File: src/rtl/key_debounce_multi.sv
`default_nettype none
// ============================================================================
//  Module      : key_debounce_multi
//  Description : N-channel push-button conditioner. Each channel has a 2-flop
//                synchroniser, a stability counter, and a hold counter. It
//                produces a debounced level, press/release/long-press pulses,
//                and a toggle output.
//  Revision    : 1.0 - initial parameterised release
// ============================================================================
module key_debounce_multi #(
  parameter int NUM_KEYS          = 3,
  parameter int DEB_CYCLES        = 1000000,
  parameter int LONG_CYCLES       = 100000000,
  parameter bit ACTIVE_LOW        = 1'b1,
  parameter bit TOGGLE_ON_RELEASE = 1'b1
) (
  input  logic                clk,
  input  logic                rst_n,
  input  logic [NUM_KEYS-1:0] key_in,
  output logic [NUM_KEYS-1:0] key_state,
  output logic [NUM_KEYS-1:0] press_pulse,
  output logic [NUM_KEYS-1:0] release_pulse,
  output logic [NUM_KEYS-1:0] long_pulse,
  output logic [NUM_KEYS-1:0] toggle
);

  localparam int                  C_DEB_W     = $clog2(DEB_CYCLES);
  localparam int                  C_HOLD_W    = $clog2(LONG_CYCLES + 1);
  localparam logic [C_DEB_W-1:0]  C_DEB_MAX   = C_DEB_W'(DEB_CYCLES - 1);
  localparam logic [C_HOLD_W-1:0] C_HOLD_MAX  = C_HOLD_W'(LONG_CYCLES);
  localparam logic [C_HOLD_W-1:0] C_HOLD_PRE  = C_HOLD_W'(LONG_CYCLES - 1);
  // Raw level of an idle (released) key
  localparam logic                C_RELEASED  = ACTIVE_LOW;

  for (genvar g = 0; g < NUM_KEYS; g++) begin : g_chan
    logic                r_sync1;
    logic                r_sync2;
    logic                r_key_state;
    logic                r_press_pulse;
    logic                r_release_pulse;
    logic                r_long_pulse;
    logic                r_long_seen;
    logic                r_toggle;
    logic [C_DEB_W-1:0]  r_deb_cnt;
    logic [C_HOLD_W-1:0] r_hold_cnt;
    logic                w_pressed;
    logic                w_toggle_evt;

    // Normalise polarity so everything downstream is pressed = 1
    assign w_pressed = r_sync2 ^ C_RELEASED;

    // A long press suppresses the release toggle; the long pulse itself is
    // included so a release accepted on the very edge the hold limit is
    // reached still counts as long
    assign w_toggle_evt = TOGGLE_ON_RELEASE
                          ? (r_release_pulse & ~(r_long_seen | r_long_pulse))
                          : r_press_pulse;

    // Two-flop synchroniser, reset to the idle raw level
    always_ff @(posedge clk or negedge rst_n) begin
      if (!rst_n) begin
        r_sync1 <= C_RELEASED;
        r_sync2 <= C_RELEASED;
      end else begin
        r_sync1 <= key_in[g];
        r_sync2 <= r_sync1;
      end
    end

    // Stability qualification: a new level must persist DEB_CYCLES edges
    always_ff @(posedge clk or negedge rst_n) begin
      if (!rst_n) begin
        r_deb_cnt       <= '0;
        r_key_state     <= 1'b0;
        r_press_pulse   <= 1'b0;
        r_release_pulse <= 1'b0;
      end else begin
        r_press_pulse   <= 1'b0;
        r_release_pulse <= 1'b0;
        if (w_pressed == r_key_state) begin
          r_deb_cnt <= '0;
        end else if (r_deb_cnt == C_DEB_MAX) begin
          r_deb_cnt       <= '0;
          r_key_state     <= w_pressed;
          r_press_pulse   <= w_pressed;
          r_release_pulse <= ~w_pressed;
        end else begin
          r_deb_cnt <= r_deb_cnt + 1'b1;
        end
      end
    end

    // Saturating hold counter; single long pulse per press
    always_ff @(posedge clk or negedge rst_n) begin
      if (!rst_n) begin
        r_hold_cnt   <= '0;
        r_long_pulse <= 1'b0;
      end else begin
        r_long_pulse <= r_key_state && (r_hold_cnt == C_HOLD_PRE);
        if (!r_key_state) begin
          r_hold_cnt <= '0;
        end else if (r_hold_cnt != C_HOLD_MAX) begin
          r_hold_cnt <= r_hold_cnt + 1'b1;
        end
      end
    end

    // Long-press memory and toggle flip-flop
    always_ff @(posedge clk or negedge rst_n) begin
      if (!rst_n) begin
        r_long_seen <= 1'b0;
        r_toggle    <= 1'b0;
      end else begin
        if (r_release_pulse) begin
          r_long_seen <= 1'b0;
        end else if (r_long_pulse) begin
          r_long_seen <= 1'b1;
        end
        if (w_toggle_evt) begin
          r_toggle <= ~r_toggle;
        end
      end
    end

    assign key_state[g]     = r_key_state;
    assign press_pulse[g]   = r_press_pulse;
    assign release_pulse[g] = r_release_pulse;
    assign long_pulse[g]    = r_long_pulse;
    assign toggle[g]        = r_toggle;
  end : g_chan

endmodule
`default_nettype wire

File: config.mk
export PLATFORM = sky130hd
export DESIGN_NAME = key_debounce_multi
export DESIGN_NICKNAME = d
export VERILOG_FILES = /design/src/rtl/key_debounce_multi.sv
export SDC_FILE = /design/constraint.sdc
export NUM_CORES = 1
export LEC_CHECK = 0
export ABC_AREA = 1
export BUFFER_PORTS_ARGS = -buffer_cell sky130_fd_sc_hd__buf_4
export CAP_MARGIN = 20
export CORE_ASPECT_RATIO = 1.75
export CORE_MARGIN = 5
export CORE_UTILIZATION = 40
export CTS_CLUSTER_SIZE = 24
export DETAILED_ROUTE_END_ITERATION = 8
export MAX_ROUTING_LAYER = met4
export PLACE_DENSITY = 0.61
export SETUP_SLACK_MARGIN = 0.3
export SYNTH_ARGS = -nofsm -noshare
export SYNTH_HDL_FRONTEND = slang
export SYNTH_SLANG_ARGS = --single-unit
File: constraint.sdc
create_clock -name clk -period 2.7 [get_ports clk]
set_input_delay 0.135 -clock clk [delete_from_list [all_inputs] [get_ports clk]]
set_output_delay 0.135 -clock clk [all_outputs]
set_load 0.05 [all_outputs]
* Word level (Yosys, flattened, before mapping)
Cells that the tools add are included.
W data, S select, Z words.
** Storage, ports and cells
- Register bits :: 165
- Latch bits :: 0
- Memory bits (writable) :: 0
- ROM bits :: 0
- Bits of input ports :: 5
- Output and inout port bits :: 15
- Logic and storage cells :: 108
- Memories :: 0
** Operators by class
- Add/sub/neg operators :: 6
- Multiply operators :: 0
- Divide/modulo/power cells :: 0
- Order comparisons :: 0
- Equal/unequal tests :: 15
- Shift operators :: 0
- Mux-type cells :: 30
- Bitwise operators :: 18
- Reductions and logical operators :: 9
** Operators by type and width (number)
- $mux W27 :: 6
- $mux W20 :: 6
- $add A27 B1 Y27 const B :: 3
- $eq A27 B27 Y1 const B :: 3
- $ne A27 B27 Y1 const B :: 3
- $add A20 B1 Y20 const B :: 3
- $eq A20 B20 Y1 const B :: 3
- $mux W1 :: 18
- $not A1 Y1 :: 12
- $ne A2 B1 Y1 const B :: 3
- $reduce_and A2 Y1 :: 3
- $reduce_bool A2 Y1 :: 3
- $and A1 B1 Y1 :: 3
- $eq A1 B1 Y1 :: 3
- $logic_and A1 B1 Y1 :: 3
- $or A1 B1 Y1 :: 3

* Logic depth before layout (Yosys ltp)
Gate-level depths: netlist of the first run.
- Depth after elaboration :: 4
- Mapped depth :: 9
- Depth with buffers taken out :: 9

* Worst setup path after synthesis of the first run
OpenSTA, ideal clock, no wires.
- Path kind :: register to register
- Start :: register g_chan[0].r_sync2
- End :: register g_chan[0].r_deb_cnt[16]
- Setup time :: 0.121 ns
- Arrival :: 1.298 ns
- Data required time :: 2.579 ns
- Setup slack :: 1.281 ns
- Stages on the path, launching flop included :: 8
- Path buffers :: 0
- Clock period less this slack :: 1.419 ns
- Cells stage by stage :: dfstp_2 -> nor2_1 -> nor2_1 -> inv_1 -> nand2_2 -> inv_1 -> nand2_1 -> nor2_1
** Between the ends
- Longest elaborated chain between the ends :: 3
** RTL lines
- start, declared :: RTL line 37 : logic r_sync2;
- start signal, assigned :: RTL line 66 : r_sync2 <= r_sync1;
- $not A1 Y1 (no line)
- $eq A1 B1 Y1 :: RTL line 80 : if (w_pressed == r_key_state) begin
- $mux W20 :: RTL line 80
- end signal, assigned :: RTL line 88 : r_deb_cnt <= r_deb_cnt + 1'b1;
- end, declared :: RTL line 44 : logic [C_DEB_W-1:0] r_deb_cnt;
No other way between the ends.
A chain may end at the register's enable or synchronous reset.

* Worst setup path in the final report of the first run
- Start :: register g_chan[1].r_deb_cnt[0]
- End :: register g_chan[1].r_deb_cnt[14]
** Between the ends
- Longest elaborated chain between the ends :: 3
- Elaborated cells on any way between the ends :: 4
- Classes of those cells :: add/sub (1); eq/ne (1); mux (2)
** RTL lines
- start, declared :: RTL line 44
- start signal, assigned :: RTL line 88
- $add A20 B1 Y20 or $eq A20 B20 Y1 (tied branches) :: RTL line 88, 82
- $mux W20 * :: RTL line 82 : end else if (r_deb_cnt == C_DEB_MAX) begin
- $mux W20 * :: RTL line 80
Every way passes the cells marked *; elsewhere a longest branch is shown, timed or not.

==> results.toml, run 1 <==
[final_layout]
final_cell_mix = "nand2_1 (338), nor2_1 (313), dfrtp_1 (159)"
syn2layout_area_growth_pct = 11.7
stdcell_area_um2 = 10200
num-fill-cells = 2382
final_common_cell = "nand2_1"
diodes = 0
finish.utilization = 0.452
nets = 1316
drive_above_1_share = 0.0707

[die]
die_h_um = 210
dieWidth_um = 124
die-area_um2 = 26200
core_um2 = 22700
io-pin-count = 20
num_rows = 73
initial_core_util = 0.405

[sta]
post-route-period-util = 0.703
setup_viol = 0
fmax_ghz = 0.527
hold_violations = 0
rsz0062_at_grt = "false"
period_minus_slack_ns = 1.90
maxSlewHeadroom = 0.531
tightest_slew_ns = 0.704
slew_violations = 0
setup-tns-final_ns = 0
finalClockSkew_ns = 0.0104

[placed_design]
place_congestion = 0.912
postPlaceCellArea_um2 = 9580
dpl.hpwl_um = 16200
port_buffers = 19

[synth]
synthCells = 1279
ys_ff_latch = 165
synth.distinct_cells = 33
synth.avg_cell_area_um2 = 7.17
synth.yosys.seq_area_share = 0.451
yosys_warnings = 0
syn_nets = 1293
syn_area_um2 = 9180

[worst_setup_path]
critPathRequiredTime_ns = 3.03
crit-reg2reg-launch = "g_chan[1].r_deb_cnt[0]"
crit_path_top_delay_cell = "dfrtp_1"
startpoint = "g_chan[1].r_deb_cnt[0]"
critPathMaxFanout = 11
cp_top_family = "simple AND/OR/NAND/NOR gates"
crit_buf_inv = 2
end_kind = "flop"
path_class = "reg -> reg"
cp.arrival_ns = 2.23
worstPathCellList = "ha_1, inv_1, nor3_1, nand3_1, nand2_1, inv_1, nand2_1, nor2_1"
crit_path_start_kind = "flop"
slowest_delay_ns = 0.37

[clock_network]
cts.sinks = 165
numCtsBuffers = 17
cts.clk_slew.worst_paths_ns = 0.06
insertion_delay_ns = 0.44
htreeDepth = 4
cts-resized-gates = 0
clockBufferDepth = 2
tritoncts = "built"
cts-root-buf = "clkbuf_16"

[route]
wl_per_cell_um = 13.3
wl_um = 21400
via_count = 7876
drc_errors = 0
drt_iter0_markers = 444
drtPass1Iterations = 4
ant_nets = 0
vias_per_cell = 4.88

[run_status]
status = "finished, final reports clean"

[grt]
grt_pass1_vias = 7942
grt_pass1_wl_um = 37100
grt_start_max_net_pins = 73
antenna_found_initial = 0
grtUsageTotal = 0.179
overflow = 0

[min_path]
hold_class = "in -> async"

[power_and_ir_drop]
p_leak_nw = 4.23
powerDensity_nw_per_um2 = 508
ir_drop_mv = 0.449

[job]
maxCapViolCount = 0
-- state kept, by name, indices dropped and copies added (netlist names) --
name / count
g_chan.r_sync2: 3
g_chan.r_key_state: 3
g_chan.r_sync1: 3
g_chan.r_long_seen: 3
g_chan.r_long_pulse: 3
g_chan.r_deb_cnt: 60
g_chan.r_press_pulse: 3
g_chan.r_toggle: 3
g_chan.r_hold_cnt: 81
g_chan.r_release_pulse: 3
-- worst paths after layout --
| check | slack, ns | endpoint | cells past startpoint |
|---|---|---|---|
| setup / recovery | 0.80 | g_chan[1].r_deb_cnt[14] | 8 |
| hold / removal | 0.28 | g_chan[0].r_hold_cnt[11] | 2 |
| setup reg to reg | 0.80 | g_chan[1].r_deb_cnt[14] | 8 |
| hold reg to reg | 0.36 | g_chan[2].r_sync2 | 0 |
| max in group asynchronous | 1.61 | g_chan[1].r_deb_cnt[18] | 3 |
| min in group clk | 0.35 | g_chan[0].r_sync1 | 2 |
-- cell usage after synthesis (all sizes together) --
| cell | number | area share |
|---|---|---|
| a211oi | 2 | 0.0016 |
| a21oi | 33 | 0.018 |
| a31oi | 3 | 0.0020 |
| and3 | 1 | 0.00068 |
| buf | 20 | 0.016 |
| clkbuf | 6 | 0.0035 |
| dfrtp | 159 | 0.43 |
| dfstp | 6 | 0.017 |
| ha | 9 | 0.012 |
| inv | 139 | 0.057 |
| nand2 | 341 | 0.14 |
| nand3 | 85 | 0.049 |
| nand3b | 2 | 0.0016 |
| nand4 | 22 | 0.015 |
| nor2 | 331 | 0.14 |
| nor3 | 32 | 0.019 |
| nor3b | 7 | 0.0057 |
| nor4 | 1 | 0.00068 |
| o21ai | 29 | 0.016 |
| or2 | 1 | 0.00068 |
| xnor2 | 22 | 0.021 |
| xor2 | 28 | 0.027 |
-- cell type report --
cell class,count,area [µm²],share of cell area
clock buffer,20,447,0.0436
clock inverter,12,178,0.0173
inverter,139,522,0.0509
multi-input combinational,949,4340,0.423
sequential,165,4140,0.404
tap,300,375,0.0366
timing repair buffer,30,251,0.0245
-- report_power, final --
| group | total, W | internal [W] | switching [W] |
|---|---|---|---|
| logic | 0.000112 | 0.0000298 | 0.0000820 |
| clock network | 0.00258 | 0.00157 | 0.00101 |
| registers | 0.00250 | 0.00249 | 0.0000118 |
| total | 0.00520 | 0.00409 | 0.00111 |
-- per-stage QoR --
| step | std cells | hold slack (ns) | power (W) | setup slack [ns] |
|---|---|---|---|---|
| 2_1_floorplan | 1279 | -0.161 | 0.00259 | 1.28 |
| 3_5_place_dp | 1579 | 0.225 | 0.00266 | 0.758 |
| 4_1_cts | 1615 | 0.309 | 0.00530 | 0.751 |
| 5_1_grt | 1615 | 0.332 | 0.00540 | 0.533 |
| 6_report | 1615 | 0.284 | 0.00520 | 0.801 |
| 3_3_place_gp | 1579 | 0.213 | 0.00266 | 0.802 |
-- routing by layer --
metal / vias up / part of all wire / track usage
met5: - / 0 / -
met1: 3669 / 0.39 / 0.181
met4: 0 / 0.045 / 0.0988
met3: 71 / 0.026 / 0.0378
met2: 119 / 0.54 / 0.320
li1: 4017 / - / -
-- timing repair --
action	4_1_cts	5_1_grt
buffers inserted	0	0
hold buffers	4	0
hold endpoints to repair	70	0
-- cells by family (layout without fill, tap and decap cells) --
group                    after synthesis  after routing  share of synthesized area
buffers and inverters                165            201                     0.0766
AO/OA/AOI/OAI                         67             67                     0.0375
XOR/XNOR                              50             50                     0.0477
flip-flops                           165            165                      0.451
adder cells (fa/ha/maj)                9              9                     0.0123
AND/OR/NAND/NOR                      823            823                      0.375
Note: power is estimated with default switching activity, not from simulation.
==> run 2, diff against run 1 <==
Settings changed: ABC_AREA 1 to 0.
Clock period 2.7 ns to 1.8 ns, I/O delays scaled along.
==> results.toml, run 2 <==
[final_layout]
finish.utilization = 0.604
nets = 1086
final_common_cell = "buf_4"
largest_register_ffs = 81
num-fill-cells = 1661
largestRegisters = "g_chan.r_hold_cnt x81, g_chan.r_deb_cnt x60"
largest-register = "g_chan.r_hold_cnt"
syn2layout_area_growth_pct = 48.0
seqCellArea_um2 = 4150
drive_above_1_share = 0.446
multi_input_area_um2 = 4950
diodes = 0
final_cell_mix = "buf_4 (179), dfrtp_1 (151), nand2_1 (50)"

[grt]
grtUsageTotal = 0.178
grt_start_max_net_pins = 52
antenna_found_initial = 0
grt_pass1_wl_um = 34000
overflow = 0
grt_pass1_vias = 7514

[placed_design]
dpl.hpwl_um = 13200
port_buffers = 19
dpl_worst_slack_ns = -0.0375
place_congestion = 0.813

[synth]
synth.most_common_cell = "dfrtp_1"
syn_area_um2 = 8310
synth_top_area_frac = 0.479
syn_nets = 867
synth_ff_type = "dfrtp_1"
yosysTopAreaCell = "dfrtp_1"
synth.yosys.seq_area_share = 0.498
synth_common_cells = "dfrtp_1 (159), nor2_1 (93), nand2_1 (60)"
synthArstFlopShare = 1.00
yosys_warnings = 0
synth.distinct_cells = 53
ys_ff_latch = 165
synth-edff-count = 0
synth.avg_cell_area_um2 = 9.74
synthCells = 853
synth_area_leaders = "dfrtp_1 (48%), xnor2_1 (5.3%), nor2_1 (4.2%), nand4_1 (3.1%), a21oi_1 (3.0%)"

[worst_setup_path]
critPathMaxFanout = 5
slowest_delay_ns = 0.49
crit_path_top_delay_cell = "or4_4"
path_class = "reg -> reg"
crit_path_start_kind = "flop"
worstPathCellList = "ha_2, nand4_1, or4_4, or3_1, a21oi_1"
critPathRequiredTime_ns = 2.16
cp.arrival_ns = 2.16
end_kind = "flop"

[sta]
setup_viol = 1
slew_violations = 0
period_minus_slack_ns = 1.80
setup-tns-final_ns = -0.000287
maxSlewHeadroom = 0.719
finalClockSkew_ns = 0.0126
fmax_ghz = 0.555
hold_violations = 0
tightest_slew_ns = 0.418
post-route-period-util = 1.00
rsz0062_at_grt = "true"
worst_slack_ns = -0.000287

[job]
maxCapViolCount = 0

[power_and_ir_drop]
sw_frac_of_total = 0.231
powerDensity_nw_per_um2 = 630
seqPwrFrac = 0.486
p_clk_frac = 0.469
comb_power_share = 0.046
p_sw_w = 0.00179
ir_drop_mv = 0.627
p_leak_nw = 4.95
internal_power_w = 0.00596

[clock_network]
tritoncts = "built"
insertion_delay_ns = 0.44
cts-root-buf = "clkbuf_16"
cts.clk_slew.worst_paths_ns = 0.07
cts.sinks = 165
numCtsBuffers = 17
clockBufferDepth = 2
htreeDepth = 4

[die]
dieWidth_um = 119
io-pin-count = 20
core_um2 = 20400
num_rows = 69
initial_core_util = 0.408
die_h_um = 201
die-area_um2 = 23900

[route]
via_count = 7361
drtPass1Iterations = 4
wl_per_cell_um = 16.6
wl_um = 22100
drc_errors = 0
vias_per_cell = 5.52
ant_nets = 0
drt_iter0_markers = 356

[run_status]
status = "complete, but fails checks"
violations = "negative setup slack"

[min_path]
hold_class = "in -> async"
## run 2: cell types whose count changed after synthesis, moves of 16 or more
cell | before | now
or3_1 | 0 | 29
nand4_1 | 22 | 41
o31ai_1 | 0 | 22
a21oi_1 | 33 | 50
nand3_1 | 82 | 40
or4_1 | 0 | 24
nor4_1 | 1 | 20
nand2_1 | 338 | 60
inv_1 | 135 | 35
and3_1 | 1 | 17
nor2_1 | 313 | 93
xnor2_1 | 22 | 50
## run 2: final timing paths
path | to | depth (start not counted) | start | slack, ns
setup / recovery | g_chan[1].r_hold_cnt[20] | 5 | g_chan[1].r_hold_cnt[1] | -0.0003
min in group clk | g_chan[2].r_sync1 | 2 | key_in[2] | 0.30
hold / removal | g_chan[0].r_hold_cnt[20] | 2 | rst_n | 0.13
max in group asynchronous | g_chan[2].r_sync1 | 3 | rst_n | 0.97
setup reg to reg | g_chan[1].r_hold_cnt[20] | 5 | g_chan[1].r_hold_cnt[1] | -0.0003
hold reg to reg | g_chan[0].r_sync2 | 0 | g_chan[0].r_sync1 | 0.36
## run 2: power by group through the flow
stage	registers, W	clock network, W	logic, W
final	0.00376	0.00363	0.000354
after detailed placement	0.00383	0	0.000192
after global placement	0.00383	0	0.000189
after CTS	0.00376	0.00371	0.000292
after global routing	0.00376	0.00386	0.000387
after floorplan	0.00383	0	0.0000621
## run 2: routing by layer
layer,wire length [µm],vias to the layer above,global-route usage
met1,8170,3681,0.172
met3,467,67,0.0344
li1,-,3491,-
met4,800,0,0.0783
met2,12600,122,0.336
met5,0,-,-
## run 2: timing repair
item,CTS,global route
pin swaps,55,60
hold buffers,4,0
gates resized for setup,80,201
setup buffers,81,27
setup endpoints to repair,119,126
cloned,7,2
endpoints found under the hold margin,157,0
## run 2: stage by stage
stage	cells	power (W)	area, µm²	hold slack [ns]
3_3_place_gp	1180	0.00402	9530	0.0317
2_1_floorplan	853	0.00389	8560	-0.206
6_report	1333	0.00775	12300	0.131
3_5_place_dp	1180	0.00402	9530	0.0303
5_1_grt	1333	0.00801	12300	0.173
4_1_cts	1304	0.00776	11200	0.124
## run 2: worst max-delay path, delay by kind of cell (launching register included)
family,cells,cell delay [ns]
and+or+nand+nor,3,1.01
AOI/OAI and AO/OA,1,0.15
adders and majority gates,1,0.19
DFF,1,0.38
## run 2: final cells by class
| cell class | instances | share of cell area |
|---|---|---|
| multi-input cells | 613 | 0.402 |
| flip-flops and latches | 165 | 0.337 |
| repair buffers | 239 | 0.177 |
| clock buffers | 18 | 0.0349 |
| well taps | 248 | 0.0252 |
| clock inverters | 14 | 0.0124 |
| inverters | 36 | 0.0110 |
## run 2: logic make-up (layout without fill, tap and decap cells)
logic type / count (synthesis) / in the layout / synth area share
xor gates and xnor gates: 76 / 76 / 0.0801
adders and majority gates: 9 / 9 / 0.0135
muxes: 12 / 12 / 0.0145
and+or+nand+nor: 404 / 405 / 0.268
buffers and inverters: 76 / 307 / 0.0444
DFF: 165 / 165 / 0.498
AOI/OAI and AO/OA: 111 / 111 / 0.0819
==> run 3, diff against run 2 <==
Settings changed: SKIP_CTS_REPAIR_TIMING set to 1.
Clock period 1.8 ns to 1.75 ns, I/O delays scaled along.
==> results.toml, run 3 (synthesis gave the netlist of run 2 again) <==
[job]
maxCapViolCount = 0

[die]
num_rows = 69
die_h_um = 201
die-area_um2 = 23900
dieWidth_um = 119
core_um2 = 20400
io-pin-count = 20
initial_core_util = 0.408

[worst_setup_path]
critPathMaxFanout = 7
end_kind = "flop"
critPathRequiredTime_ns = 2.11
crit-reg2reg-launch = "g_chan[0].r_hold_cnt[0]"
path_class = "reg -> reg"
startpoint = "g_chan[0].r_hold_cnt[0]"
crit_path_start_kind = "flop"
path_depth = 5
crit_path_top_delay_cell = "or4_1"
r2r_cells = 5
cp_top_family = "simple AND/OR/NAND/NOR gates"
cp.arrival_ns = 2.19
slowest_delay_ns = 0.48
crit_buf_inv = 0
worstPathCellList = "ha_4, nand3_4, or4_4, or4_1, a21oi_1"

[sta]
slew_violations = 0
period_minus_slack_ns = 1.84
maxSlewHeadroom = 0.659
post-route-period-util = 1.05
fmax_ghz = 0.545
hold_violations = 0
worst_slack_ns = -0.0856
tightest_slew_ns = 0.511
setup_viol = 7
rsz0062_at_grt = "true"
finalClockSkew_ns = 0.00834

[route]
vias_per_cell = 5.42
ant_nets = 0
drt_iter0_markers = 330
drtPass1Iterations = 4
drc_errors = 0
via_count = 6908
wl_um = 19400
wl_per_cell_um = 15.2

[final_layout]
largestRegisters = "g_chan.r_hold_cnt x81, g_chan.r_deb_cnt x60"
finish.utilization = 0.562
multi_input_area_um2 = 4770
nets = 1027
largest-register = "g_chan.r_hold_cnt"
largest_register_ffs = 81
seqCellArea_um2 = 4150
drive_above_1_share = 0.392
syn2layout_area_growth_pct = 37.8
diodes = 0
stdcell_area_um2 = 11500
final_cell_mix = "buf_4 (151), dfrtp_1 (145), nand2_1 (55)"
final_common_cell = "buf_4"
num-fill-cells = 1791

[power_and_ir_drop]
ir_drop_mv = 0.593
powerDensity_nw_per_um2 = 680
p_leak_nw = 4.49

[clock_network]
cts.clk_slew.worst_paths_ns = 0.07
clockBufferDepth = 2
cts.sinks = 165
cts-root-buf = "clkbuf_16"
numCtsBuffers = 17
tritoncts = "built"
insertion_delay_ns = 0.44
htreeDepth = 4

[min_path]
hold_class = "in -> async"

[grt]
grtUsageTotal = 0.162
antenna_found_initial = 0
grt_pass1_vias = 6864
overflow = 0
grt_pass1_wl_um = 31200
grt_start_max_net_pins = 42

[placed_design]
dpl.hpwl_um = 13100
postPlaceCellArea_um2 = 9690
port_buffers = 19
place_congestion = 0.796

[run_status]
status = "complete, but fails checks"
violations = "negative setup slack"
[run 3: cell types whose count changed in the layout (fill, tap and decap cells not counted), sizes merged]
cell / before / now
clkinvlp: 4 / 2
buf: 234 / 176
bufinv: 2 / 1
clkinv: 4 / 6
[run 3: layer usage]
| layer | share of wire | global-route usage |
|---|---|---|
| met5 | 0 | - |
| met4 | 0.022 | 0.0572 |
| met3 | 0.022 | 0.0327 |
| met2 | 0.57 | 0.300 |
| met1 | 0.39 | 0.167 |
[run 3: worst paths after layout]
| kind | slack (ns) | end |
|---|---|---|
| setup / recovery | -0.09 | g_chan[0].r_hold_cnt[24] |
| hold / removal | 0.14 | g_chan[0].r_deb_cnt[5] |
| setup reg to reg | -0.09 | g_chan[0].r_hold_cnt[24] |
| hold reg to reg | 0.36 | g_chan[0].r_sync2 |
| max in group asynchronous | 0.93 | g_chan[2].r_sync2 |
| min in group clk | 0.30 | g_chan[0].r_sync1 |
[run 3: through the flow]
step / total power [W] / hold slack (ns) / std cells / TNS, ns / setup slack, ns
after CTS: 0.00784 / -0.425 / 1230 / -0.617 / -0.0970
after detailed placement: 0.00415 / 0.0383 / 1198 / -0.437 / -0.0927
after global placement: 0.00414 / 0.0371 / 1198 / -0.185 / -0.0515
after floorplan: 0.00400 / -0.208 / 853 / -0.186 / -0.0504
after global routing: 0.00807 / 0.183 / 1274 / -1.55 / -0.152
final: 0.00780 / 0.145 / 1274 / -0.363 / -0.0856
[run 3: final cells by class]
type,instances,share of cell area
Clock inverter,13,0.0106
Inverter,36,0.0122
Tap cell,248,0.0271
Timing Repair Buffer,180,0.132
Sequential cell,165,0.363
Clock buffer,19,0.0395
Multi-Input combinational cell,613,0.416
[run 3: power by group]
group | switching [W] | total [W] | internal, W
Combinational | 0.000169 | 0.000264 | 0.0000952
Clock | 0.00161 | 0.00366 | 0.00205
Sequential | 0.0000276 | 0.00387 | 0.00384
